File: config.mk
export PLATFORM = sky130hd
export DESIGN_NAME = audio_sample_fifo
export DESIGN_NICKNAME = d
export VERILOG_FILES = /design/src/rtl/audio_sample_fifo.sv
export SDC_FILE = /design/constraint.sdc
export NUM_CORES = 1
export LEC_CHECK = 0
export CAP_MARGIN = 0
export CORE_MARGIN = 2
export CORE_UTILIZATION = 54
export CTS_CLUSTER_DIAMETER = 120
export DETAILED_ROUTE_END_ITERATION = 12
export GPL_TIMING_DRIVEN = 0
export PLACE_DENSITY = 0.72
export SLEW_MARGIN = 10
export SYNTH_ARGS = -nofsm -noshare
export SYNTH_HDL_FRONTEND = slang
export SYNTH_SLANG_ARGS = --single-unit
File: constraint.sdc
create_clock -name mon_clk -period 4.7 [get_ports mon_clk]
set_input_delay 0.94 -clock mon_clk [delete_from_list [all_inputs] [get_ports mon_clk]]
set_output_delay 0.94 -clock mon_clk [all_outputs]
set_load 0.01 [all_outputs]
File: src/rtl/audio_sample_fifo.sv
// audio_sample_fifo
//   Sample buffer between the op decoder and the I2S sender, on mon_clk.
//   Stores 32-bit stereo words (L=[31:16], R=[15:0]) and pops one per I2S
//   frame request, returning silence when no data is available. Also drives
//   the sample request mode and credit-based request ticks to the host.
//
// Ports
//   mon_clk, reset        sole clock, synchronous active-high reset
//   wr_valid, wr_data     sample word push (pulse)
//   audio_starts          host started audio (pulse)
//   end_audio_sample      host ended audio (pulse)
//   rd_req                I2S frame needs a word (pulse)
//   rd_data, rd_valid     word presented one cycle after rd_req
//   level, empty, full    occupancy
//   request_mode          1 while filling or playing
//   request_tick          ask host for one sample (pulse)
//   overflow, underflow   dropped write / starved read (pulse)
//   ovf_count, unf_count  saturating event counters
//
// Build option
//   AUDIO_FIFO_STATS_EN   when defined, builds the ovf/unf counters;
//                         otherwise both counters are tied to 0.
module audio_sample_fifo #(
    parameter int unsigned DEPTH      = 16,
    parameter int unsigned AW         = 4,
    parameter int unsigned PRIME      = 8,
    parameter int unsigned HIGH_WATER = 12
) (
    input  logic          mon_clk,
    input  logic          reset,
    input  logic          wr_valid,
    input  logic [31:0]   wr_data,
    input  logic          audio_starts,
    input  logic          end_audio_sample,
    input  logic          rd_req,
    output logic [31:0]   rd_data,
    output logic          rd_valid,
    output logic [AW:0]   level,
    output logic          empty,
    output logic          full,
    output logic          request_mode,
    output logic          request_tick,
    output logic          overflow,
    output logic          underflow,
    output logic [15:0]   ovf_count,
    output logic [15:0]   unf_count
);
    localparam int unsigned DW = 32;
    localparam int unsigned LW = AW + 1;
    localparam int unsigned SW = AW + 2;

    typedef enum logic [1:0] {IDLE, FILL, PLAY, DRAIN} state_t;

    state_t        state;
    state_t        state_next;

    logic [DW-1:0] mem [DEPTH];
    logic [AW-1:0] wr_ptr;
    logic [AW-1:0] rd_ptr;
    logic [LW-1:0] pending;

    logic          is_empty;
    logic          is_full;
    logic          can_read;
    logic          active;
    logic          active_next;
    logic          pop;
    logic          push;
    logic          drop;
    logic          starve;
    logic          tick;
    logic [LW-1:0] level_next;
    logic [LW-1:0] pending_dec;

    // Datapath decisions from registered occupancy
    assign is_empty    = (level == '0);
    assign is_full     = (level == LW'(DEPTH));
    assign can_read    = (state == PLAY) || (state == DRAIN);
    assign active      = (state == FILL) || (state == PLAY);
    assign active_next = (state_next == FILL) || (state_next == PLAY);
    assign pop         = rd_req && can_read && !is_empty;
    // A simultaneous pop frees the slot, so a write into a full FIFO survives
    assign push        = wr_valid && (!is_full || pop);
    assign drop        = wr_valid && is_full && !pop;
    assign starve      = rd_req && can_read && is_empty;
    // No tick on the edge that leaves FILL/PLAY
    assign tick        = active && active_next &&
                         ((SW'(level) + SW'(pending)) < SW'(HIGH_WATER));
    assign pending_dec = (push && (pending != '0)) ? (pending - LW'(1)) : pending;

    // Occupancy after this edge
    always_comb begin
        level_next = level;
        if (push && !pop) begin
            level_next = level + LW'(1);
        end else if (pop && !push) begin
            level_next = level - LW'(1);
        end
    end

    // State register
    always_ff @(posedge mon_clk) begin
        if (reset) begin
            state <= IDLE;
        end else begin
            state <= state_next;
        end
    end

    // Next-state logic; end_audio_sample takes priority over audio_starts
    always_comb begin
        state_next = state;
        case (state)
            IDLE: begin
                if (audio_starts && !end_audio_sample) begin
                    state_next = FILL;
                end
            end
            FILL: begin
                if (end_audio_sample) begin
                    state_next = DRAIN;
                end else if (level >= LW'(PRIME)) begin
                    state_next = PLAY;
                end
            end
            PLAY: begin
                if (end_audio_sample) begin
                    state_next = DRAIN;
                end
            end
            DRAIN: begin
                if (audio_starts && !end_audio_sample) begin
                    state_next = FILL;
                end else if (is_empty) begin
                    state_next = IDLE;
                end
            end
            default: state_next = IDLE;
        endcase
    end

    // Pointers, occupancy, read port, pulses and credits
    always_ff @(posedge mon_clk) begin
        if (reset) begin
            wr_ptr       <= '0;
            rd_ptr       <= '0;
            level        <= '0;
            empty        <= 1'b1;
            full         <= 1'b0;
            rd_data      <= '0;
            rd_valid     <= 1'b0;
            overflow     <= 1'b0;
            underflow    <= 1'b0;
            request_mode <= 1'b0;
            request_tick <= 1'b0;
            pending      <= '0;
        end else begin
            if (push) begin
                wr_ptr <= wr_ptr + AW'(1);
            end
            if (pop) begin
                rd_ptr <= rd_ptr + AW'(1);
            end
            level     <= level_next;
            empty     <= (level_next == '0);
            full      <= (level_next == LW'(DEPTH));
            rd_valid  <= rd_req;
            if (rd_req) begin
                rd_data <= pop ? mem[rd_ptr] : '0;
            end
            overflow     <= drop;
            underflow    <= starve;
            request_mode <= active;
            request_tick <= tick;
            if (!active_next) begin
                pending <= '0;
            end else begin
                pending <= pending_dec + LW'(tick);
            end
        end
    end

    // Sample storage (contents need no reset)
    always_ff @(posedge mon_clk) begin
        if (push) begin
            mem[wr_ptr] <= wr_data;
        end
    end

`ifdef AUDIO_FIFO_STATS_EN
    // Saturating event counters, cleared only by reset
    always_ff @(posedge mon_clk) begin
        if (reset) begin
            ovf_count <= '0;
            unf_count <= '0;
        end else begin
            if (drop && (ovf_count != 16'hFFFF)) begin
                ovf_count <= ovf_count + 16'd1;
            end
            if (starve && (unf_count != 16'hFFFF)) begin
                unf_count <= unf_count + 16'd1;
            end
        end
    end
`else
    assign ovf_count = '0;
    assign unf_count = '0;
`endif

endmodule

# Yosys cells after proc, flatten, opt, wreduce, memory -nomap -nowiden
# Memories as Yosys holds them, arrays and structs flattened. A register that Yosys moved wholly into a read port is not among the register bits.
# Index checks and enable logic that the tools add are counted.
# W data, S select, Z words.
[word_totals] ff_bits=59 ram_bits=512 input_bits=38 output_inout_bits=76 wordCells=72 n_memories=1
[classes] addsub=7 order_cmp=2 eq_ne=7 mux=15 bitwise=1 n_reduce_logical=26
[mem_list] name="mem" words=16 width=32 read_ports=1 rd_ports_with_merged_regs=1 write_ports=1 line_no="57" rtl="logic [DW-1:0] mem [DEPTH];"
[op_table] cell="$mux W32" count=1
[op_table] cell="$mux W5" count=3
[op_table] cell="$logic_and A1 B1 Y1" count=12
[op_table] cell="$mux W2" count=6
[op_table] cell="$eq A5 B5 Y1 const B" count=2
[op_table] cell="$logic_not A5 Y1" count=2
[op_table] cell="$sub A5 B1 Y5 const B" count=2
[op_table] cell="$add A4 B1 Y4 const B" count=2
[op_table] cell="$mux W4" count=2
[op_table] cell="$pmux W2 S4" count=1
[op_table] cell="$add A5 B5 Y6" count=1
[op_table] cell="$eq A2 B2 Y1 const B" count=3
[op_table] cell="$lt A6 B4 Y1 const B" count=1
[op_table] cell="$add A5 B1 Y5" count=1
[op_table] cell="$add A5 B1 Y5 const B" count=1
[op_table] cell="$ge A5 B4 Y1 const B" count=1
[op_table] cell="$logic_not A1 Y1" count=5
[op_table] cell="$reduce_bool A5 Y1" count=1
[op_table] cell="$eq A2 B1 Y1 const B" count=2
[op_table] cell="$logic_or A1 B1 Y1" count=4
[op_table] cell="$logic_not A2 Y1" count=1
[op_table] cell="$mux W1" count=2
[op_table] cell="$reduce_or A2 Y1" count=1
[op_table] cell="$not A1 Y1" count=1

# Depth between registers and ports, before layout
# Gate-level depths: netlist (run 1).
[logic_depth] word_depth=11 depth_mapped=13 ltp_nobuf=13

# Worst setup path after synthesis (run 1)
# Ideal clock, no wire load.
[synth_timing] kind="input port to flip-flop" from="in wr_valid" to="mem mem[3][0], enable pin" setup_time_ps=461 arrival_time_ps=4048 required_ps=4239 slack_ps=191 path_stages=4 path_buffers=1 path_cell_list="clkbuf_1 a21boi_1 nand2_1 nor3_1"
[synth_between] elab_chain_cells=3
[synth_lines] element="start: declaration" line_no="31" rtl="input logic wr_valid,"
[synth_lines] element="$logic_and A1 B1 Y1" line_no="83" rtl="assign push = wr_valid && (!is_full || pop);"
[synth_lines] element="$mux W1" line_no="185" rtl="if (push) begin"
[synth_lines] element="$mux W1 (not written as such)" line_no="186" rtl="mem[wr_ptr] <= wr_data;"
[synth_lines] element="end: declaration" line_no="57"
# Every way passes these cells.

# Worst setup path after layout (run 1)
[layout_timing] from="in wr_valid" to="mem mem[1][3], enable pin"
# Same word-level chain as after synthesis.

==> results by group, run 1 <==
Setup path
  • Most used cell, CP: sky130_fd_sc_hd__buf_6
  • Worst setup path startpoint: wr_valid
  • Slowest stage cell, crit path: sky130_fd_sc_hd__nor3_2
  • Sum of buffers and inverters on the critical path: 5
  • R2r setup slk: 0.76 ns
  • RR Startpoint: level[1]
  • Slowest stage delay, CP: 0.78 ns
  • Kind of start point of the critical path: input pin
  • Worst setup EP type: flip-flop
  • Reg-to-reg endpoint: pending[4]
  • Largest driver fanout on the critical path: 10
  • Dominant delay contributor by cell family on the critical path: buffers and inverters
  • Worst R2R Path Depth: 13
  • Required time of the critical path: 5.01 ns
  • Data arrival time of the critical path: 4.29 ns
  • Cell-by-cell trace of the critical path: clkdlybuf4s50_1 > clkbuf_1 > a21boi_1 > nand2_1 > nor3_2 > buf_8 > buf_6 > buf_6
  • Critical setup path kind: input pin to flip-flop

Yosys
  • Number of distinct standard cells referenced by the synthesized netlist: between 60 and 70
  • Area share of the largest cell type after synthesis: 68.80%
  • Combined area of all synthesized cells: ~0.022 mm2
  • Gate Count Post-Synth: 1039
  • Dominant cell type by area after synthesis: sky130_fd_sc_hd__edfxtp_1
  • Warnings from Yosys: 0
  • Ys async rst share: 0%
  • Ranking of synthesized cells by area: sky130_fd_sc_hd__edfxtp_1 (69%), sky130_fd_sc_hd__mux4_2 (16%), sky130_fd_sc_hd__dfxtp_1 (5.6%)
  • Seq/Total Area, Yosys: 74.45%
  • Number of enable flip-flop cells after synthesis: around 500
  • Number of synthesized register bits: about 580
  • Top_reg_cell synth: sky130_fd_sc_hd__edfxtp_1
  • Mapped Avg Cell Area: ~22 um2

Run status
  • Run status: completed

Final layout
  • Filler Cells Inserted: 2661
  • Area growth from synthesis to layout: 17.30%
  • Fin util: 64.20%
  • Final-stage net count: 1294
  • Share of layout cells above drive strength 1: 25.88%

Timing
  • Final setup violation count: 0
  • Fmax: 251.2 MHz
  • Pin slew with the least headroom to its limit: roughly 1.2 ns
  • Final Slew Violations: 0
  • RSZ-0062 raised after global routing: no
  • Post-route clock period utilization: 84.69%
  • Number of hold violations in the final report: 0
  • Time the final worst path needs with I/O delays and setup: 3.980 ns
  • Final-layout worst hold slack: around 0.46 ns
  • Worst slew margin relative to its limit: 22.08%
  • Max Clock Skew: just under 0.02 ns

Clocking
  • Clock buffer count from CTS: 56
  • Hold buffers post-CTS: 0
  • Clock Tree Root: sky130_fd_sc_hd__clkbuf_16
  • Number of sinks handled by clock tree synthesis: 575
  • Cts repair resizes: 0
  • CTS Buffer Depth: 3
  • Register clock-pin slew on the reported worst setup and hold paths: approximately 0.060 ns
  • TritonCTS clock tree: done
  • Deepest level of the CTS H-tree: 2
  • Clock latency of the later-clocked register in the worst-skew pair: roughly 0.6 ns
  • Post-CTS Repair Setup Buffers: 0

Routing
  • Post-route ant nets: 0
  • Drt wl/cell: 27.29 um
  • Drt drc: 0
  • Number of design-rule violations left by the first detailed-router iteration: 1247
  • Detailed Routing Iterations Pass 1: 5
  • Via/cell ratio: 6.142
  • Via count: 11153
  • Final wirelength: 49560 um

Placement
  • Detailed placement HPWL: 30140 um
  • Final weighted congestion in routability-driven placement: 0.8088
  • PortBufs: 80

Global route
  • Met2 track demand over resource in global routing: 38.82%
  • Pin count of the biggest net entering global routing: 21
  • Total gr overflow: 0
  • First-pass GRT wire length: 73810 um
  • Global-route track usage on met1: 32.57%
  • Vias in the first global route: 11389
  • GRT busiest layer: met2
  • Initial antenna violation count: 3
  • Combined global-route utilization of all metal layers: 23.41%
  • GR Util met3: 4.705%

Pwr
  • Power Density: around 400 mW/mm2
  • Post-route total power: 10.53 mW
  • Peak ir drop on the vdd network: 0.2909 mV
  • Leak: 8.283 nW

Die
  • Count of boundary I/O pins: 114
  • Full die area: 0.04303 mm2
  • Die width: about 210 um
  • Number of cell rows: 74
  • Area of the placeable core: approximately 0.04 mm2
  • Initial core utilization: between 50% and 60%
  • Die H: just over 200 um

Hold path
  • Startpoint of the lowest-slack hold path: rd_data[15]
  • Worst hold-check path type: flip-flop to flip-flop
  • Hold Path Stages: 1
  • Endpoint with the worst hold slack: rd_data[15]

Flow run
  • Max-cap violations: 0
[per-layer routing]
metal | up-vias | wire length, um
met1 | 5905 | 20320
li1 | 4713 | -
met5 | - | 27
met3 | 66 | 3554
met4 | 4 | 842
met2 | 465 | 24820
[kinds of logic after synthesis]
family                     share of synthesized area [%]
xor gates and xnor gates                          0.5095
adders and majority gates                          1.064
muxes                                              16.32
AOI/OAI and AO/OA                                  2.772
and+or+nand+nor                                    2.368
buffers and inverters                              2.508
other                                            0.01678
DFF                                                74.45
[cell usage in the layout (no fill, tap or decap), types with 13 or more instances in the layout]
cell                              count
sky130_fd_sc_hd__mux4_2             154
sky130_fd_sc_hd__edfxtp_1           512
sky130_fd_sc_hd__clkbuf_16           59
sky130_fd_sc_hd__a32o_1              32
sky130_fd_sc_hd__conb_1              32
sky130_fd_sc_hd__dfxtp_1             63
sky130_fd_sc_hd__clkbuf_1            49
sky130_fd_sc_hd__buf_4               52
sky130_fd_sc_hd__ha_1                19
sky130_fd_sc_hd__nor2_1              16
sky130_fd_sc_hd__clkdlybuf4s50_1     80
sky130_fd_sc_hd__nand2_1             13
[worst max path at each step]
stage	slack [ns]	end	cells past startpoint
after global routing	0.39	pending[4]	13
after detailed placement	0.21	mem[1][3]	8
after global placement	-3.39	mem[1][2]	5
after floorplan	0.19	mem[3][0]	4
final	0.72	mem[1][3]	8
after CTS	0.75	pending[4]	13
[where the power goes]
group | total, mW | switching (mW) | internal (mW)
Combinational | 0.549 | 0.315 | 0.234
Clock | 4.29 | 1.85 | 2.44
Sequential | 5.70 | 0.0386 | 5.66
[stage by stage]
step	setup WS, ns	area, um2	setup TNS (ns)	cells
final	0.7198	26210	0	1816
after CTS	0.7470	26210	0	1815
after global placement	-3.387	23930	-959.95	1682
after detailed placement	0.2063	24460	0	1711
after floorplan	0.1913	22460	0	1070
after global routing	0.3909	26210	0	1815
[final cells by class]
type | count | area [um2] | area share [%]
diodes | 1 | 2.502 | 0.009547
plain buffers | 88 | 526.8 | 2.010
clock buffers | 78 | 1568 | 5.981
clock inverters | 26 | 186.4 | 0.7112
inverters | 9 | 33.78 | 0.1289
multi-input cells | 398 | 5376 | 20.51
flip-flops and latches | 575 | 16640 | 63.47
well taps | 532 | 665.6 | 2.539
repair buffers | 109 | 1217 | 4.644
[cell usage after synthesis (2+ instances only)]
library cell / instances
sky130_fd_sc_hd__edfxtp_1: 512
sky130_fd_sc_hd__mux4_2: 154
sky130_fd_sc_hd__dfxtp_1: 63
sky130_fd_sc_hd__buf_4: 43
sky130_fd_sc_hd__a32o_1: 32
sky130_fd_sc_hd__clkbuf_1: 32
sky130_fd_sc_hd__nor2_1: 28
sky130_fd_sc_hd__ha_1: 19
sky130_fd_sc_hd__nand2_1: 13
sky130_fd_sc_hd__nor3_1: 13
sky130_fd_sc_hd__a21oi_1: 11
sky130_fd_sc_hd__o21ai_0: 9
sky130_fd_sc_hd__inv_1: 8
sky130_fd_sc_hd__xnor2_1: 7
sky130_fd_sc_hd__mux4_1: 6
sky130_fd_sc_hd__xor2_1: 6
sky130_fd_sc_hd__buf_1: 5
sky130_fd_sc_hd__nor2b_1: 5
sky130_fd_sc_hd__and2_1: 4
sky130_fd_sc_hd__buf_2: 4
sky130_fd_sc_hd__buf_6: 4
sky130_fd_sc_hd__nand3_1: 4
sky130_fd_sc_hd__and3_1: 3
sky130_fd_sc_hd__nand4_1: 3
sky130_fd_sc_hd__nor4b_1: 3
sky130_fd_sc_hd__o22ai_1: 3
sky130_fd_sc_hd__a2111oi_0: 2
sky130_fd_sc_hd__a211oi_1: 2
sky130_fd_sc_hd__mux2i_1: 2
sky130_fd_sc_hd__nand2b_1: 2
sky130_fd_sc_hd__nand3b_1: 2
sky130_fd_sc_hd__nor3b_1: 2
sky130_fd_sc_hd__nor4_1: 2
sky130_fd_sc_hd__o32ai_1: 2
sky130_fd_sc_hd__o41ai_1: 2
sky130_fd_sc_hd__or4b_1: 2
[flip-flops by register name (all words and copies together) (netlist names), named ones only]
register      flops
rd_data          32
mem             512
request_tick      1
state             2
rd_ptr            4
pending           5
rd_valid          1
overflow          1
wr_ptr            4
full              1
empty             1
level             5
underflow         1
request_mode      1
Note: power is estimated with default switching activity, not from simulation.
==> run 2, diff against run 1 <==
Settings changed: CORE_UTILIZATION 54 to 60, PLACE_DENSITY 0.72 to 0.76.
Clock period 4.7 ns to 3.85 ns, I/O delays scaled along.
==> run 2 against run 1 <==
Die area down 9.8%. First-iteration DRC count up 0.56%. Global-route usage increased by 2.8 points. Sequential power is 22% higher. Setup slack got worse by 0.49 ns. Non-clock buffer count fell by 6. Hold slack improved by 0.0014 ns. Sequential cell count stayed put. Clock skew fell by 0.0014 ns. Cell area up 0.36%. Combinational power is 25% higher. Register-to-register slack worse by 0.53 ns. Critical endpoint is now mem[0][0]. Largest cell class unchanged. Highest routed layer is now met4.
==> results by group, run 2 (same netlist as run 1, synthesis figures left out) <==
Final layout
  • Max reg flops: 512
  • Commonest cells after routing, fill and taps aside: sky130_fd_sc_hd__edfxtp_1 (512), sky130_fd_sc_hd__mux4_2 (154), sky130_fd_sc_hd__clkdlybuf4s50_1 (80)
  • Share of layout cells above drive strength 1: between 20% and 30%
  • Register containing the most flip-flops in the final layout: mem
  • Registers with the most flip-flops: mem x512, rd_data x32
  • Filler Cells Inserted: 2112
  • Area growth from synthesis to layout: 17.72%
  • Most common library cell in the layout ignoring fill and taps: sky130_fd_sc_hd__edfxtp_1
  • Final-stage net count: 1286
  • Filler-free cell count of the finished design: 1744
  • Fin util: 71.86%

Pwr
  • Sequential group share of total power: 53.2%
  • Internal portion of total power: 10.41 mW
  • Post-route total power: 13.08 mW
  • Power Density: 497.3 mW/mm2
  • Peak ir drop on the vdd network: around 0.43 mV
  • Combinational share of power: 5.2%
  • Leak: just over 8 nW
  • Switching share of total power: 20.42%
  • Switching pwr: 2.671 mW
  • Share of total power in the clock network: between 40% and 50%

Run status
  • Run status: completed

Clocking
  • Clock buffer count from CTS: 54
  • Deepest level of the CTS H-tree: 2
  • TritonCTS clock tree: done
  • Clock Tree Root: sky130_fd_sc_hd__clkbuf_16
  • Clock latency of the later-clocked register in the worst-skew pair: slightly below 0.6 ns
  • CTS Buffer Depth: 3
  • Number of sinks handled by clock tree synthesis: 575
  • Hold buffers post-CTS: 0
  • Register clock-pin slew on the reported worst setup and hold paths: about 0.060 ns

Global route
  • Initial antenna violation count: 2
  • Vias in the first global route: between 10000 and 15000
  • First-pass GRT wire length: 72460 um
  • Combined global-route utilization of all metal layers: 26.25%
  • Pin count of the biggest net entering global routing: 21
  • Total gr overflow: 0

Die
  • Die H: 197.0 um
  • Number of cell rows: 70
  • Count of boundary I/O pins: between 100 and 150
  • Area of the placeable core: 0.03661 mm2
  • Initial core utilization: 61.04%
  • Full die area: 0.03880 mm2
  • Die width: 197.0 um

Timing
  • RSZ-0062 raised after global routing: no
  • Worst slew margin relative to its limit: 20.72%
  • Pin slew with the least headroom to its limit: ~1.2 ns
  • Final Slew Violations: 0
  • Post-route clock period utilization: 94.16%
  • Max Clock Skew: approximately 0.018 ns
  • Time the final worst path needs with I/O delays and setup: 3.625 ns
  • Final setup violation count: 0
  • Fmax: 275.9 MHz
  • Number of hold violations in the final report: 0

Placement
  • Detailed placement HPWL: 30020 um
  • Cell count after placement: approximately 1600
  • PortBufs: 80
  • Final weighted congestion in routability-driven placement: between 0.8 and 0.9

Flow run
  • Max-cap violations: 0

Hold path
  • Worst hold-check path type: flip-flop to flip-flop

Routing
  • Number of design-rule violations left by the first detailed-router iteration: 1254
  • Via/cell ratio: around 6.4
  • Post-route ant nets: 0
  • Via count: 11160
  • Drt drc: 0
  • Detailed Routing Iterations Pass 1: 6
  • Drt wl/cell: 28.33 um
  • Final wirelength: 49400 um

Setup path
  • Kind of start point of the critical path: flip-flop
  • Required time of the critical path: 4.12 ns
  • Data arrival time of the critical path: 3.89 ns
  • Worst setup EP type: flip-flop
  • Critical setup path kind: flip-flop to flip-flop
  • Largest driver fanout on the critical path: 13
==> run 2: changes by cell type in the layout (fill, tap and decap cells not counted), moves of 3 or more <==
| cell | previous run | this run |
|---|---|---|
| sky130_fd_sc_hd__nor3_4 | 0 | 4 |
| sky130_fd_sc_hd__buf_6 | 11 | 4 |
| sky130_fd_sc_hd__clkbuf_16 | 59 | 56 |
| sky130_fd_sc_hd__bufinv_16 | 2 | 6 |
| sky130_fd_sc_hd__clkbuf_8 | 2 | 8 |
| sky130_fd_sc_hd__buf_8 | 1 | 4 |
| sky130_fd_sc_hd__nor3_2 | 4 | 0 |
| sky130_fd_sc_hd__buf_4 | 52 | 45 |
| sky130_fd_sc_hd__clkbuf_1 | 49 | 41 |
| sky130_fd_sc_hd__buf_16 | 2 | 8 |
==> run 2: final timing paths <==
| kind | slack (ns) | cells past startpoint | endpoint | startpoint |
|---|---|---|---|---|
| setup / recovery | 0.23 | 7 | mem[0][0] | level[1] |
| hold / removal | 0.46 | 1 | rd_data[11] | rd_data[11] |
| setup reg to reg | 0.23 | 7 | mem[0][0] | level[1] |
| hold reg to reg | 0.46 | 1 | rd_data[11] | rd_data[11] |
==> run 2: critical path, cell delays in order, from the launching register on <==
cell,delay [ns]
sky130_fd_sc_hd__dfxtp_1,0.56
sky130_fd_sc_hd__inv_1,0.19
sky130_fd_sc_hd__ha_1,0.29
sky130_fd_sc_hd__and4bb_2,0.29
sky130_fd_sc_hd__a21boi_1,0.50
sky130_fd_sc_hd__nand2_1,0.38
sky130_fd_sc_hd__nor3_4,0.82
sky130_fd_sc_hd__buf_8,0.27
==> run 2: power by group through the flow <==
stage          sequential, mW  combinational [mW]  clock, mW
6_report                 6.96               0.685       5.44
5_1_grt                  6.96               0.737       5.71
4_1_cts                  6.96               0.674       5.49
3_5_place_dp             7.09               0.668          0
3_3_place_gp             7.09               0.600          0
2_1_floorplan            7.08               0.360          0
==> run 2: metal layers <==
layer | global-route usage, % | vias to the layer above | part of all wire (%)
met5 | 0 | - | 0
met3 | 3.782 | 80 | 6.8
met4 | 7.742 | 0 | 2.5
met2 | 43.70 | 513 | 51
li1 | - | 4711 | -
met1 | 37.00 | 5856 | 40
==> run 2: per-stage QoR <==
step	area [um2]	worst slack (ns)	hold slack [ns]	setup TNS, ns
finish	26310	0.2250	0.4640	0
floorplan	22480	0.3096	0.4817	0
global route	26310	0.02404	0.4898	0
global placement	23870	-2.295	0.4481	-1035.69
detailed placement	24440	-0.2684	0.4526	-39.03
CTS	26290	0.1922	0.4670	0
==> run 2: timing repair <==
item,4_1_cts,5_1_grt
endpoints found under the setup margin,1,1
pin swaps,0,1
setup buffers,0,2
gates resized for setup,1,0
==> run 2: layout make-up <==
class,instances,area (um2),area share (%)
sequential,575,16640,63.24
multi-input combinational,398,5409,20.56
clock buffer,73,1545,5.874
timing repair buffer,103,1276,4.851
tap,468,585.6,2.226
buffer,88,526.8,2.002
clock inverter,28,289.0,1.099
inverter,9,33.78,0.1284
antenna,2,5.005,0.01902
